==> config.mk <==
export PLATFORM = sky130hd
export DESIGN_NAME = gf256mul_dec_flat
export DESIGN_NICKNAME = d
export VERILOG_FILES = /design/src/rtl/gf256mul_dec_if.sv /design/src/rtl/gf256mul_dec.sv /design/src/flat_wrapper.sv
export SDC_FILE = /design/constraint.sdc
export NUM_CORES = 1
export LEC_CHECK = 0
export ABC_AREA = 1
export CORE_UTILIZATION = 45
export DETAILED_ROUTE_END_ITERATION = 16
export PLACE_DENSITY = 0.76
export SYNTH_ARGS = -nofsm -noshare
export SYNTH_HDL_FRONTEND = slang
export SYNTH_SLANG_ARGS = --single-unit
export TNS_END_PERCENT = 10
==> constraint.sdc <==
create_clock -name vclk -period 4.8
set_input_delay 0.96 -clock vclk [all_inputs]
set_output_delay 0.96 -clock vclk [all_outputs]
set_load 0.02 [all_outputs]
==> src/rtl/gf256mul_dec_if.sv <==
// Operand/result bundle for the GF(2^8) multiplier: the bench side drives operands, the multiplier returns products.
// There is no handshake; in_val only qualifies the registered product path.
interface gf256mul_dec_if;
  logic [7:0] a;
  logic [7:0] b;
  logic       in_val;
  logic [7:0] z;
  logic [7:0] z_q;
  logic       out_val;

  modport master (
    output a,
    output b,
    output in_val,
    input  z,
    input  z_q,
    input  out_val
  );

  modport slave (
    input  a,
    input  b,
    input  in_val,
    output z,
    output z_q,
    output out_val
  );
endinterface

==> src/rtl/gf256mul_dec.sv <==
// GF(2^8) multiplier, field polynomial 0x11d; z is combinational, z_q/out_val are registered when GF256MUL_DEC_REG_EN is defined.
// Latency: z 0 cycles; z_q/out_val 1 cycle with GF256MUL_DEC_REG_EN, otherwise 0 cycles.
// No backpressure: a new operand pair is accepted every cycle.
module gf256mul_dec (
  input  logic           clk,
  input  logic           rst_n,
  gf256mul_dec_if.slave  bus
);

  logic [14:0] pp;
  logic [14:0] red;

  // Carry-less partial-product sum, then fold bits 14..8 back using x^8 = 0x1d.
  always_comb begin
    pp = '0;
    for (int i = 0; i < 8; i++) begin
      if (bus.b[i]) pp = pp ^ ({7'd0, bus.a} << i);
    end
    red = pp;
    for (int k = 14; k >= 8; k--) begin
      if (red[k]) red = red ^ (15'h11d << (k - 8));
    end
  end

  assign bus.z = red[7:0];

`ifdef GF256MUL_DEC_REG_EN
  logic       rel_q;
  logic [7:0] z_q_r;
  logic       out_val_r;

  // rel_q stays low through the first edge after reset release, so an
  // in_val pulse on that edge is dropped.
  always_ff @(posedge clk or negedge rst_n) begin
    if (!rst_n) begin
      rel_q     <= 1'b0;
      z_q_r     <= 8'h00;
      out_val_r <= 1'b0;
    end else begin
      rel_q     <= 1'b1;
      out_val_r <= bus.in_val & rel_q;
      if (bus.in_val && rel_q) z_q_r <= bus.z;
    end
  end

  assign bus.z_q     = z_q_r;
  assign bus.out_val = out_val_r;
`else
  logic unused_clk_rst;

  assign unused_clk_rst = clk ^ rst_n;
  assign bus.z_q        = bus.z;
  assign bus.out_val    = bus.in_val;
`endif

endmodule

==> src/flat_wrapper.sv <==
// flat-port wrapper written by rule: the top's interface ports become plain ports
module gf256mul_dec_flat 
  (clk, rst_n, bus_a, bus_b, bus_in_val, bus_z, bus_z_q, bus_out_val);
  gf256mul_dec_if bus_i ();
  input  logic clk;
  input  logic rst_n;
  input wire logic [$bits(bus_i.a)-1:0] bus_a;
  input wire logic [$bits(bus_i.b)-1:0] bus_b;
  input wire logic [$bits(bus_i.in_val)-1:0] bus_in_val;
  output wire logic [$bits(bus_i.z)-1:0] bus_z;
  output wire logic [$bits(bus_i.z_q)-1:0] bus_z_q;
  output wire logic [$bits(bus_i.out_val)-1:0] bus_out_val;
  assign bus_i.a = bus_a;
  assign bus_i.b = bus_b;
  assign bus_i.in_val = bus_in_val;
  assign bus_z = bus_i.z;
  assign bus_z_q = bus_i.z_q;
  assign bus_out_val = bus_i.out_val;
  gf256mul_dec u_core (.clk(clk), .rst_n(rst_n), .bus(bus_i));
endmodule
==> metrics.yaml <==
status:
  outcome: "complete, no violations"
clock_tree:
  post-cts-setup-buffer-count: 0
  cts-resized-gates: 0
  postCtsHoldBufs: 0
floorplanning:
  core_sq_um: 3420
  fp.dieH_um: 62.3
  dieArea_sq_um: 3880
  pin_count: 36
  die_w_um: 62.3
  initial_core_util: 0.478
  std_cell_rows: 21
synth:
  netlist_instances: 311
  syn-num-nets: 330
  synth.distinct_cells: 18
  avgSynthCellArea_sq_um: 5.25
  ys.warnings.count: 0
  syn_area_sq_um: 1630
  synth.yosys.seq_area_share: 0
cells_and_area:
  layout_common_cells: "160 x nand2_1, 32 x clkdlybuf4s50_1, 29 x nand3_1"
  clock_buffers: 0
  final_cell_area_sq_um: 1850
  final_util: 0.543
  syn2layout_area_growth_pct: 13.5
  diodes: 0
  n_fill_cell: 366
  drive_gt1_frac: 0.119
  seq_cells: 0
  num-nets-final: 341
  seq_area_sq_um: 0
  final_common_cell: "nand2_1"
critical_path:
  cp_slowest_cell: "clkdlybuf4s50_1"
  critPathMaxFanout: 10
  start_kind: "primary input"
  critPathArrivalTime_ns: 3.54
  crit_chain: "clkdlybuf4s50_1 > nand2_1 > xnor2_1 > nand2_1 > nand2_2 > inv_2 > nand2_1 > nand2_1 > nand2_1 > nand2_1 > xnor2_1 > clkdlybuf4s50_1"
  crit_top_cell: "nand2_1"
  slowest_delay_ns: 0.73
  criticalPathCategory: "primary input to primary output"
  cp-end-kind: "primary output"
  cp.required_ns: 3.84
grt:
  gr-total-overflow: 0
  grt_pass1_vias: 1578
  grt.total_usage: 0.195
  antenna_found_initial: 0
  grt_pass1_wl_mm: 6.47
  grt_max_degree: 11
power_and_ir_drop:
  p_leak_nw: 0.993
  p_per_area_nw_per_um2: 252
  vdd.ir_drop.worst_mv: 0.144
timing:
  period_share: 0.936
  setup_viol: 0
  setup_tns_ns: 0
  worstMarginPinSlew_ns: 0.424
  fmax_mhz: 222
  slew_viol_final: 0
  finalCriticalPeriod_ns: 4.50
  rsz0062_at_grt: "false"
  hold_viol: 0
  slew-limit-headroom: 0.717
placed_design:
  placed_area_sq_um: 1850
  dp_hpwl_mm: 3.06
  numPortBuffers: 32
  gp_congestion: 0.799
detailed_routing:
  first_pass_iters: 4
  vias: 1741
  drtIter0Drc: 41
  vias_per_cell: 4.76
  wl_per_cell_um: 9.80
  ant_nets: 0
  wl_mm: 3.59
  route.detailed.drc: 0
worst_hold_path:
  hold_class: "primary input to primary output"
job:
  maxCapViolations: 0
path summary, 6_finish.rpt:
path | from | endpoint | cells after the start
setup / recovery | bus_a[7] | bus_z_q[6] | 12
hold / removal | bus_in_val | bus_out_val | 0
power by group:
part           internal (mW)  leakage [nW]  switching, mW
sequential                 0             0              0
clock                      0             0              0
combinational          0.205         0.993          0.263
final cells by class:
type	instances	area, sq um	share of cell area
multi-input cells	263	1380	0.742
well taps	46	57.6	0.0310
inverters	23	86.3	0.0466
repair buffers	34	335	0.181
per-stage QoR:
stage          cells  hold slack, ns  total power [mW]  worst slack, ns
2_1_floorplan    311            2.03             0.353             1.38
3_3_place_gp     366            1.92             0.463            0.313
3_5_place_dp     366            1.92             0.470            0.296
4_1_cts          366            1.92             0.470            0.285
5_1_grt          366            1.92             0.514           0.0926
6_report         366            1.92             0.468            0.305
cell usage after synthesis:
master      n  area, sq um
nand2_1   160          601
nand3_1    29          145
xnor2_1    25          219
buf_4      19          143
xor2_1     15          131
nand2_2    14         87.6
inv_1      13         48.8
inv_2      10         37.5
buf_2       6         30.0
nand3b_1    5         37.5
nand3_2     4         40.0
nand2_4     3         33.8
nor2_1      2         7.51
xnor2_2     2         32.5
nand4_1     1         6.26
nor2_2      1         6.26
nor2_4      1         11.3
xor2_2      1         16.3
critical path: cells and delay by family:
kind	cells	cell delay, ns
AND/OR/NAND/NOR	7	0.66
XOR/XNOR	2	0.47
buffers and inverters	3	1.46
cells by family after synthesis:
| logic type | Yosys count | share of synthesized area |
|---|---|---|
| xor gates and xnor gates | 43 | 0.244 |
| buffers and inverters | 48 | 0.159 |
| and+or+nand+nor | 220 | 0.597 |
per-layer routing:
metal  vias up  GRT usage  share of wire
met5         -          0              0
met4         0          0              0
met3         0          0          0.024
li1        953          -              -
met1       756      0.248           0.49
met2        32      0.386           0.49
Note: power is estimated with default switching activity, not from simulation.
